--- src/rtl/dcmg_pkg.sv ---
// Shared definitions for the DC motor/generator (DCMG) PWM controllers.
//   DUTY_W : width of duty/target words
//   DMAX   : largest legal duty, equal to the PWM period count
//   state_e: ramp sequencer states
package dcmg_pkg;
  localparam int DUTY_W = 10;
  localparam int DMAX   = 100;

  typedef enum logic [1:0] {
    IDLE  = 2'd0,
    RAMP  = 2'd1,
    HOLD  = 2'd2,
    FAULT = 2'd3
  } state_e;
endpackage

--- src/rtl/period_tick.sv ---
// PWM period tick: one-cycle pulse on a rising edge of the PWM period irq.
//   clk  : system clock
//   rst  : async active-high reset
//   irq  : PWM period interrupt level
//   tick : single-cycle pulse on each qualified rising edge
module period_tick (
  input  logic clk,
  input  logic rst,
  input  logic irq,
  output logic tick
);
  logic irq_q;
  logic armed_q;

  // armed_q stays low until irq has been seen low once after reset, so an
  // irq already high when reset releases is not mistaken for a fresh edge.
  always_ff @(posedge clk or posedge rst) begin
    if (rst) begin
      irq_q   <= 1'b0;
      armed_q <= 1'b0;
    end else begin
      irq_q   <= irq;
      armed_q <= armed_q | ~irq;
    end
  end

  assign tick = irq & ~irq_q & armed_q;
endmodule

--- src/rtl/duty_ramp_ctrl.sv ---
// Soft-start / soft-stop duty sequencer for the DCMG PWM stage.
// Ramps the duty word toward the (clamped) target by STEP once per PWM
// period, synchronised to the PWM period irq; a fault forces zero duty.
//   clk, rst      : clock, async active-high reset
//   enable        : run request (level)
//   target        : commanded duty, clamped to DMAX
//   pwm_irq       : PWM period interrupt, rising edge = period boundary
//   fault         : fault level, highest priority
//   fault_clr     : acknowledge pulse for a latched fault
//   duty, pwm_en  : PWM duty word and enable
//   busy          : ramping
//   at_target     : holding at target
//   fault_latched : in fault state
module duty_ramp_ctrl #(
  parameter int DUTY_W = dcmg_pkg::DUTY_W,
  parameter int DMAX   = dcmg_pkg::DMAX,
  parameter int STEP   = 5
) (
  input  logic              clk,
  input  logic              rst,
  input  logic              enable,
  input  logic [DUTY_W-1:0] target,
  input  logic              pwm_irq,
  input  logic              fault,
  input  logic              fault_clr,
  output logic [DUTY_W-1:0] duty,
  output logic              pwm_en,
  output logic              busy,
  output logic              at_target,
  output logic              fault_latched
);
  import dcmg_pkg::*;

  localparam logic [DUTY_W-1:0] DMAX_W = DUTY_W'(DMAX);
  localparam logic [DUTY_W-1:0] STEP_W = DUTY_W'(STEP);

  state_e            state_q, state_d;
  logic [DUTY_W-1:0] duty_q, duty_d;
  logic [DUTY_W-1:0] tgt;
  logic [DUTY_W-1:0] step_val;
  logic              tick;

  period_tick u_tick (
    .clk  (clk),
    .rst  (rst),
    .irq  (pwm_irq),
    .tick (tick)
  );

  assign tgt = !enable ? '0 : ((target > DMAX_W) ? DMAX_W : target);

  // Move one step toward tgt without overshoot. Comparing the remaining
  // distance against STEP avoids both unsigned wrap and width overflow.
  always_comb begin
    step_val = duty_q;
    if (duty_q < tgt)
      step_val = ((tgt - duty_q) > STEP_W) ? duty_q + STEP_W : tgt;
    else if (duty_q > tgt)
      step_val = ((duty_q - tgt) > STEP_W) ? duty_q - STEP_W : tgt;
  end

  always_ff @(posedge clk or posedge rst) begin
    if (rst) begin
      state_q <= IDLE;
      duty_q  <= '0;
    end else begin
      state_q <= state_d;
      duty_q  <= duty_d;
    end
  end

  always_comb begin
    state_d = state_q;
    duty_d  = duty_q;
    if (fault) begin
      state_d = FAULT;
      duty_d  = '0;
    end else begin
      unique case (state_q)
        IDLE: begin
          duty_d = '0;
          if (tick && tgt != '0) begin
            state_d = RAMP;
            duty_d  = step_val;
          end
        end
        RAMP: begin
          if (tick) begin
            duty_d = step_val;
            if (step_val == tgt)
              state_d = (tgt == '0) ? IDLE : HOLD;
          end
        end
        HOLD: begin
          if (tick && tgt != duty_q) begin
            state_d = RAMP;
            duty_d  = step_val;
          end
        end
        FAULT: begin
          duty_d = '0;
          if (fault_clr) state_d = IDLE;
        end
        default: begin
          state_d = IDLE;
          duty_d  = '0;
        end
      endcase
    end
  end

  always_comb begin
    duty          = duty_q;
    pwm_en        = (state_q == RAMP) || (state_q == HOLD);
    busy          = (state_q == RAMP);
    at_target     = (state_q == HOLD);
    fault_latched = (state_q == FAULT);
  end
endmodule

--- config.mk ---
export PLATFORM = sky130hd
export DESIGN_NAME = duty_ramp_ctrl
export DESIGN_NICKNAME = d
export VERILOG_FILES = /design/src/rtl/dcmg_pkg.sv /design/src/rtl/period_tick.sv /design/src/rtl/duty_ramp_ctrl.sv
export SDC_FILE = /design/constraint.sdc
export NUM_CORES = 1
export LEC_CHECK = 0
export CORE_ASPECT_RATIO = 0.75
export CORE_MARGIN = 2
export CORE_UTILIZATION = 45
export DETAILED_ROUTE_END_ITERATION = 10
export PLACE_DENSITY = 0.67
export SETUP_SLACK_MARGIN = 0.3
export SLEW_MARGIN = 20
export SYNTH_ARGS = -nofsm -noshare
export SYNTH_HDL_FRONTEND = slang
export SYNTH_SLANG_ARGS = --single-unit
--- constraint.sdc ---
create_clock -name clk -period 9.11 [get_ports clk]
set_clock_uncertainty 0.05 [all_clocks]
set_input_delay 1.3665 -clock clk [delete_from_list [all_inputs] [get_ports clk]]
set_output_delay 1.3665 -clock clk [all_outputs]
set_load 0.02 [all_outputs]
=== Word-level counts from Yosys, hierarchy flattened ===
Cells that the tools add are included.

* Bits in registers: 14
* Bits of input ports: 16
* Output and inout port bits: 14
* Logic and storage cells: 55

* Add/sub/neg operators: 4
* $lt $le $gt $ge: 5
* Equality and inequality tests: 10
* Muxes and demuxes: 19
* Bitwise operators: 5
* Reductions and logical operators: 8

{| class="wikitable"
|+ Operator list
! operator !! count
|-
| 10-bit 2-to-1 mux || 10
|-
| 10-bit case mux with 4 select lines || 1
|-
| 10-bit by 3-bit greater-than comparator with 1-bit output, second input constant || 2
|-
| 10-bit subtractor || 2
|-
| 2-bit 2-to-1 mux || 7
|-
| 10-bit by 3-bit adder with 10-bit output, second input constant || 1
|-
| 10-bit equality test || 1
|-
| 10-bit greater-than comparator || 1
|-
| 10-bit by 7-bit greater-than comparator with 1-bit output, second input constant || 1
|-
| 10-bit zero test || 1
|-
| 10-bit less-than comparator || 1
|-
| 10-bit != test || 1
|-
| 10-bit nonzero test || 1
|-
| 10-bit by 3-bit subtractor with 10-bit output, second input constant || 1
|-
| 3-bit by 2-bit != test with 1-bit output, second input constant || 3
|-
| 2-bit case mux with 4 select lines || 1
|-
| 3-bit != test, second input constant || 2
|-
| 5-bit AND reduction || 1
|-
| 2-bit equality test, second input constant || 2
|-
| 1-bit AND || 2
|-
| 2-bit by 1-bit equality test with 1-bit output, second input constant || 1
|-
| 1-bit logical AND || 2
|-
| 2-bit zero test || 1
|-
| 1-bit NOT || 2
|-
| other kinds (3) || 3
|}

=== Depth between registers and ports, before layout ===
Gate-level depths: netlist of the first run.

* Depth after elaboration: 13
* Mapped depth: 18
* Mapped depth without buffers: 17

=== Cells and area by module ===
A second synthesis of the first run with hierarchy kept.

* Cells, all modules: 401
* Area, all modules: 2897.8 um2

{| class="wikitable"
|+ Modules (own cells, without submodules)
! module !! times used !! cells an instance !! area each (um2) !! seq. area each (um2)
|-
| duty_ramp_ctrl || 1 || 396 || 2829.0 || 300.3
|-
| period_tick || 1 || 5 || 68.8 || 50.0
|}

=== Least setup slack after synthesis of the first run ===
Ideal clock, no wire load.

* Path kind: input to register
* Start: input target[9]
* End: register state_q[0]
* Library setup time: 0.079 ns
* Arrival time: 4.772 ns
* Required time: 8.981 ns
* Slack: 4.209 ns
* Stages on the path: 16
* Buffers on the path: 1
* Cells stage by stage: or3_4 -> o21ai_1 -> inv_1 -> ha_1 -> buf_2 -> a211oi_1 -> nor2_1 -> nor3_2 -> xor2_1 -> nand4_1 -> nor2_4 -> mux2_2 -> a32oi_1 -> nand4b_1 -> o31ai_2 -> mux2i_1

* Longest elaborated chain between the ends: 11
* Elaborated cells between the ends (all ways): 22
* Those cells by class: 2 x add/sub; 5 x order compare; 5 x eq/ne; 6 x mux; 4 x reduce/logical

{| class="wikitable"
|+ Ends and longest elaborated chain
! element !! line !! text
|-
| start: declaration || duty_ramp_ctrl.sv:22 || <nowiki>input logic [DUTY_W-1:0] target,</nowiki>
|-
| 10-bit by 7-bit greater-than comparator with 1-bit output || duty_ramp_ctrl.sv:50 || <nowiki>assign tgt = !enable ? '0 : ((target > DMAX_W) ? DMAX_W : target);</nowiki>
|-
| 10-bit 2-to-1 mux * (2 in series) || duty_ramp_ctrl.sv:50 ||
|-
| 10-bit subtractor || duty_ramp_ctrl.sv:59 || <nowiki>step_val = ((duty_q - tgt) > STEP_W) ? duty_q - STEP_W : tgt;</nowiki>
|-
| 10-bit by 3-bit greater-than comparator with 1-bit output || duty_ramp_ctrl.sv:59 ||
|-
| 10-bit 2-to-1 mux || duty_ramp_ctrl.sv:59 ||
|-
| 10-bit 2-to-1 mux || duty_ramp_ctrl.sv:58 || <nowiki>else if (duty_q > tgt)</nowiki>
|-
| 10-bit 2-to-1 mux || duty_ramp_ctrl.sv:56 || <nowiki>if (duty_q < tgt)</nowiki>
|-
| 10-bit equality test || duty_ramp_ctrl.sv:90 || <nowiki>if (step_val == tgt)</nowiki>
|-
| 3-bit by 2-bit != test with 1-bit output (no line) || -- ||
|-
| 5-bit AND reduction (no line) * || -- ||
|-
| end signal: assignment || duty_ramp_ctrl.sv:67 || <nowiki>state_q <= state_d;</nowiki>
|-
| end: declaration || duty_ramp_ctrl.sv:37 || <nowiki>state_e state_q, state_d;</nowiki>
|}

Every way passes the cells marked *; elsewhere a longest branch is shown, timed or not.
A chain may end at the register's enable or synchronous reset.

=== Worst setup path after layout of the first run ===
Same ends and word-level chain as after synthesis.

==> impl_results.md, run 1 <==
* Result of the run: finished, final reports clean
* Worst hold path class: reg2reg
* Clk pin slew, worst setup/hold paths at about 0.06 ns
* Die Area at between 7000 and 8000 um^2
* Sequential fraction of the synthesis area at 0.1175
* Buffer cell driving the clock tree root: clkbuf_8
* Top area cells in the synthesized netlist: dfrtp_1 12%, ha_1 11%, a21oi_1 5.5%, o21ai_0 4.5%, nand2_1 3.9%
* Number of storage elements in the synthesis netlist at 14
* Final sum of negative setup slack at 0 ns
* Tot GR Track Use at 0.2517
* Number of enable flip-flop cells after synthesis at 0
* Proportion of layout cells with a drive suffix above 1 at 0.09512
* H-tree depth at 1
* Insertion delay to the later sink of the worst-skew pair at between 0.2 and 0.3 ns
* Total placed instance area at around 3300 um^2
* Hold Crit Depth at 1
* Crit Path Max Fanout at 16
* Height of the die at 74.50 um
* Gate Count Post-Synth at between 300 and 400
* Number of buffers created by CTS at 3
* Register-to-Register Setup Slack at around 4.7 ns
* Number of DRC violations after detailed-routing iteration 0 at just over 500
* Tightest slew margin relative to the limit at 0.4517
* Antenna violation net count after detailed routing at 0
* Worst reg2reg path startpoint: duty[3]
* Initial antenna violation count at 0
* Critical path class: in2reg
* Maximum resistive drop on vdd at about 0.00011 V
* Most used cells in the layout excluding fill and tap cells: 33 x a21oi_1, 31 x nand2_1, 29 x clkdlybuf4s50_1
* Area share of the leading cell type in the synthesized netlist at 0.1175
* Count of cell types in the netlist at 77
* Reg2reg path depth at 13
* Via density per instance at between 6 and 7
* Synth Warn # at 0
* Final wirelength at 8906 um
* Minimum clock period after layout at roughly 6 ns
* Via count of the first global-routing pass at 2870
* Number of fill cells at between 600 and 700
* Most common cell after layout, fill and taps aside: a21oi_1
* Hold Crit Start: u_tick.armed_q
* Syn_area_per_cell at between 7 and 8 um^2
* Vias post-DR at roughly 3100
* Antenna Diode Count at 0
* Leakage at roughly 1.3 nW
* Post-detailed-route wirelength per cell at 18.14 um
* Core outline area at about 6300 um^2
* Worst Setup Slack post-DPL at between 2 and 3 ns
* # DRC at 0
* Total power per unit cell area at about 170 nW/um^2
* Cell count after placement at 487
* Critical path data arrival time at roughly 6.1 ns
* Type of destination of the critical path: flop
* Final estimated routing congestion in global placement at around 0.97
* Commonest register cell after synthesis: dfrtp_1
* CTS-repair resized insts at 0
* Layout Utilization at 0.5216
* Sink Count at 14
* Final setup violation count at 0
* Grt total ovfl at 0
* Final standard cell count with taps included and fillers excluded at 491
* First-pass GRT wire length at 14880 um
* First-pass DRT Iterations at 5
* Largest net degree at the start of global routing at 18
* RSZ-0062 raised after global routing: no
* Floorplan row count at 25
* Setup fix buffers added after clock tree synthesis at 0
* Timing-limited maximum frequency at approximately 0.17 GHz
* Final Slew Violations at 0
* Startpoint type of the worst setup path: primary input
* Top-Level Pins at 30
* Post-synthesis async set-or-reset flop share at 1.000
* Worst path required time at 9.25 ns
* Placed wire-length estimate after detailed placement at approximately 6900 um
* Area added between synthesis and finish at 11.08%
* Overall die width at around 100 um
* Final Cell Area at 3312 um^2
* CTS Hold Buffers Added at 0
* Buffers from clock root to sink, at most at 2
* Cell taking the most area after synthesis: dfrtp_1
* Hold violation count in the final report at 0
* Initial cell density of the core at 0.4696
* TritonCTS clock tree: done
* Min-Delay Endpoint: u_tick.armed_q
* Post-synth design cell area at 2982 um^2
* Fin crit share at 0.6562
* Max-cap viol count at 0
* Worst reg2reg path endpoint: state_q[0]
* Post-route worst setup slack at about 3.1 ns
* Transition time of the tightest slew-check pin at 0.8208 ns
* Port-buffer cells at 29
* Net count, final at between 400 and 500
## worst max path at each step
stage | from | slack [ns] | endpoint
2_1_floorplan | target[9] | 4.21 | state_q[0]
3_3_place_gp | target[9] | 3.13 | state_q[0]
3_5_place_dp | target[9] | 2.95 | state_q[0]
4_1_cts | target[9] | 3.21 | state_q[0]
5_1_grt | target[9] | 2.82 | state_q[1]
6_report | target[9] | 3.13 | state_q[0]
## registers in the layout, indices dropped and copies added (netlist names)
| register | flops |
|---|---|
| u_tick.armed_q | 1 |
| state_q | 2 |
| u_tick.irq_q | 1 |
| duty | 10 |
## power by group
| group | switching [mW] | total (mW) | internal, mW |
|---|---|---|---|
| sequential | 0.0226 | 0.0944 | 0.0717 |
| clock | 0.0280 | 0.0665 | 0.0385 |
| combinational | 0.232 | 0.397 | 0.165 |
## logic make-up after synthesis
| group | share of synthesized area |
|---|---|
| compound gates | 0.3345 |
| xor+xnor | 0.06840 |
| fa+ha+maj | 0.1225 |
| buf+inv | 0.09442 |
| flops | 0.1175 |
| mux | 0.01762 |
| other cells | 0.002519 |
| simple gates | 0.2426 |
## stage by stage
step	power [mW]	hold WS (ns)
after floorplan	0.3814	0.3758
after global placement	0.4837	0.3908
after detailed placement	0.4828	0.3978
after CTS	0.5505	0.4167
after global routing	0.6015	0.4256
final	0.5574	0.4137
## area by class of cell
cell class	instances	area (um^2)	share of cell area
clock buffer	4	55.05	0.01662
multi-input combinational	332	2367	0.7148
inverter	28	125.1	0.03778
tap	81	101.3	0.03060
sequential	14	350.3	0.1058
timing repair buffer	32	312.8	0.09445
## critical path, stage by stage
cell and delay [ns]:
clkdlybuf4s50_1 0.46, or3_4 0.44, o21ai_1 0.40, inv_1 0.09, ha_1 0.59, nand4_1 0.28
a21oi_1 0.30, nor3_2 0.09, xor2_1 0.16, nand4_1 0.25, nor2_4 0.38, mux2_2 0.38
a32oi_1 0.22, nand4b_1 0.14, o31ai_2 0.34, mux2i_1 0.22
## cell usage after synthesis, types with 4 or more instances
| library cell | count |
|---|---|
| a21oi_1 | 33 |
| nand2_1 | 31 |
| nor2_1 | 27 |
| o21ai_0 | 27 |
| ha_1 | 26 |
| inv_1 | 21 |
| nand3_1 | 18 |
| nor3_1 | 16 |
| dfrtp_1 | 14 |
| xnor2_1 | 13 |
| clkbuf_1 | 12 |
| o21ai_1 | 8 |
| buf_2 | 7 |
| a211oi_1 | 6 |
| and3_1 | 6 |
| o22ai_1 | 6 |
| nand4_1 | 5 |
| nor2b_1 | 5 |
| o211ai_1 | 5 |
| a21o_1 | 4 |
| a221oi_1 | 4 |
| a22o_1 | 4 |
| a22oi_1 | 4 |
| clkbuf_8 | 4 |
| inv_2 | 4 |
| nor4_1 | 4 |
| o21a_1 | 4 |
| o221ai_1 | 4 |
| xor2_1 | 4 |
## metal layers
layer	GRT usage	routed length, um
met2	0.3546	3577
met4	0.05864	154
met5	0	0
met1	0.3917	4373
met3	0.04699	801
Note: power is estimated with default switching activity, not from simulation.
==> inputs of run 2 (changes only) <==
PLACE_DENSITY = 0.7   (was 0.67)
clock period = 5.23 ns   (was 9.11 ns; I/O delays follow)
==> impl_results.md, run 2 (synthesis gave the netlist of run 1 again) <==
* Port-buffer cells at 29 (unchanged)
* Critical path class: in2reg
* Sink Count at 14 (unchanged)
* Worst path required time at 5.35 ns (-3.90 ns)
* Net count, final at 479 (+5.3%)
* Final Slew Violations at 0 (unchanged)
* Final estimated routing congestion in global placement at 0.9915 (+2.2%)
* Die Area at 7300 um^2 (unchanged)
* Hold violation count in the final report at 0 (unchanged)
* Largest register FFs at 10 (unchanged)
* Overall die width at 97.99 um (unchanged)
* Via count of the first global-routing pass at 2900 (+1.0%)
* Startpoint type of the worst setup path: primary input
* Largest net degree at the start of global routing at 18 (unchanged)
* Overall power of the completed layout at 1.033 mW (+85%)
* Antenna Diode Count at 0 (unchanged)
* Most common cell after layout, fill and taps aside: nand2_1
* RSZ-0062 raised after global routing: no
* Crit path cell chain: clkdlybuf4s50_1 > nor4b_4 > buf_4 > nand3_2 > bufinv_8 > ha_1 > nand4_1 > nor4_2 > buf_4 > nor3_1 > o22ai_1 > o21ai_0 > nand3_1 > nand4_1 > o31ai_4 > mux2i_1
* Total power per unit cell area at 287.9 nW/um^2 (+71%)
* Height of the die at 74.50 um (unchanged)
* Leakage at 1.441 nW (+9.5%)
* Result of the run: finished, final reports clean
* Peak per-stage delay on the critical path at 0.68 ns (+0.09 ns)
* Placed wire-length estimate after detailed placement at 7266 um (+5.4%)
* Most used cells in the layout excluding fill and tap cells: 31 x nand2_1, 30 x a21oi_1, 29 x clkdlybuf4s50_1
* Max-cap viol count at 0 (unchanged)
* Clk pin slew, worst setup/hold paths at 0.06 ns (about the same)
* Area added between synthesis and finish at 20.27%
* Vias post-DR at 3253 (+3.9%)
* Grt total ovfl at 0 (unchanged)
* Number of DRC violations after detailed-routing iteration 0 at 339 (-34%)
* Multi-input gate area at 2457 um^2 (+3.8%)
* Buffer cell driving the clock tree root: clkbuf_8
* Floorplan row count at 25 (unchanged)
* Buffers plus inverters on the worst setup path at 4 (+2)
* Insertion delay to the later sink of the worst-skew pair at 0.25 ns (about the same)
* Worst hold path class: reg2reg
* Top-Level Pins at 30 (unchanged)
* Fin Hold WS at 0.4142 ns (+0.0005580 ns)
* Buffers from clock root to sink, at most at 2 (unchanged)
* # DRC at 0 (unchanged)
* Critical path data arrival time at 4.84 ns (-1.27 ns)
* Initial antenna violation count at 0 (unchanged)
* Final wirelength at 9397 um (+5.5%)
* Number of buffers created by CTS at 3 (unchanged)
* Via density per instance at 6.317 (-0.91%)
* Crit Path Max Fanout at 9 (-7)
* First-pass DRT Iterations at 5 (unchanged)
* First-pass GRT wire length at 14920 um (+0.23%)
* Core outline area at 6350 um^2 (unchanged)
* Tot GR Track Use at 0.2521 (+0.0004044)
* Timing-limited maximum frequency at between 0.2 and 0.25 GHz
* Proportion of layout cells with a drive suffix above 1 at 0.1774 (+0.08230)
* H-tree depth at 1 (unchanged)
* Antenna violation net count after detailed routing at 0 (unchanged)
* CTS Hold Buffers Added at 0 (unchanged)
* Minimum clock period after layout at approximately 4.7 ns
* Worst path top cell family by delay: simple AND/OR/NAND/NOR gates
* Register cell area after layout at 350.3 um^2 (unchanged)
* Maximum resistive drop on vdd at 0.0001500 V (+35%)
* Post-detailed-route wirelength per cell at 18.25 um (+0.60%)
* Initial cell density of the core at 0.4696 (unchanged)
* Type of destination of the critical path: flop
* Fin crit share at 0.9036
* Number of fill cells at 563 (-6.8%)
* Transition time of the tightest slew-check pin at 0.6461 ns (-0.1748 ns)
* Tightest slew margin relative to the limit at 0.5657 (+0.1140)
* TritonCTS clock tree: done
* Final sum of negative setup slack at 0 ns (unchanged)
* Final setup violation count at 0 (unchanged)
* Slowest-stage cell, CP: nor4_2
run 2: per-stage QoR:
stage          utilization  worst slack [ns]  area (um^2)  cells
2_1_floorplan            -            0.9107         2993    399
3_3_place_gp        0.5377           0.09488         3415    508
3_5_place_dp        0.5377           0.02207         3415    508
4_1_cts             0.5490            0.3956         3486    514
5_1_grt             0.5647            0.3076         3586    515
6_report            0.5647            0.5044         3586    515
run 2: cell type report:
cell class,count,area share
multi-input cells,332,0.6853
repair buffers,56,0.1385
flip-flops and latches,14,0.09770
inverters,28,0.03489
well taps,81,0.02826
clock buffers,4,0.01535
run 2: report_power, final:
group	switching, mW	internal [mW]	total, mW
registers	0.0395	0.125	0.165
clock network	0.0426	0.0668	0.109
logic	0.433	0.325	0.759
total	0.516	0.517	1.03
run 2: final timing paths:
path                                 from             end  slack (ns)  depth (start not counted)
max                             target[7]      state_q[1]        0.50                         16
max reg2reg                       duty[3]      state_q[1]        1.16                         13
max in group asynchronous             rst         duty[5]        3.91                          2
min                        u_tick.armed_q  u_tick.armed_q        0.41                          1
min in group asynchronous             rst         duty[1]        0.83                          2
min reg2reg                u_tick.armed_q  u_tick.armed_q        0.41                          1
run 2: what timing repair did:
item                                    CTS  global route
endpoints found under the setup margin    2             2
pin swaps                                 1             6
cloned                                    0             0
setup buffers                             2             1
resized for setup                         1            18
run 2: per-layer routing:
metal,GRT usage,vias to the layer above,share of wire
met1,0.3838,1538,0.47
met2,0.3775,172,0.42
li1,-,1535,-
met3,0.05639,8,0.11
met4,0.02160,0,0.0064
met5,0,-,0
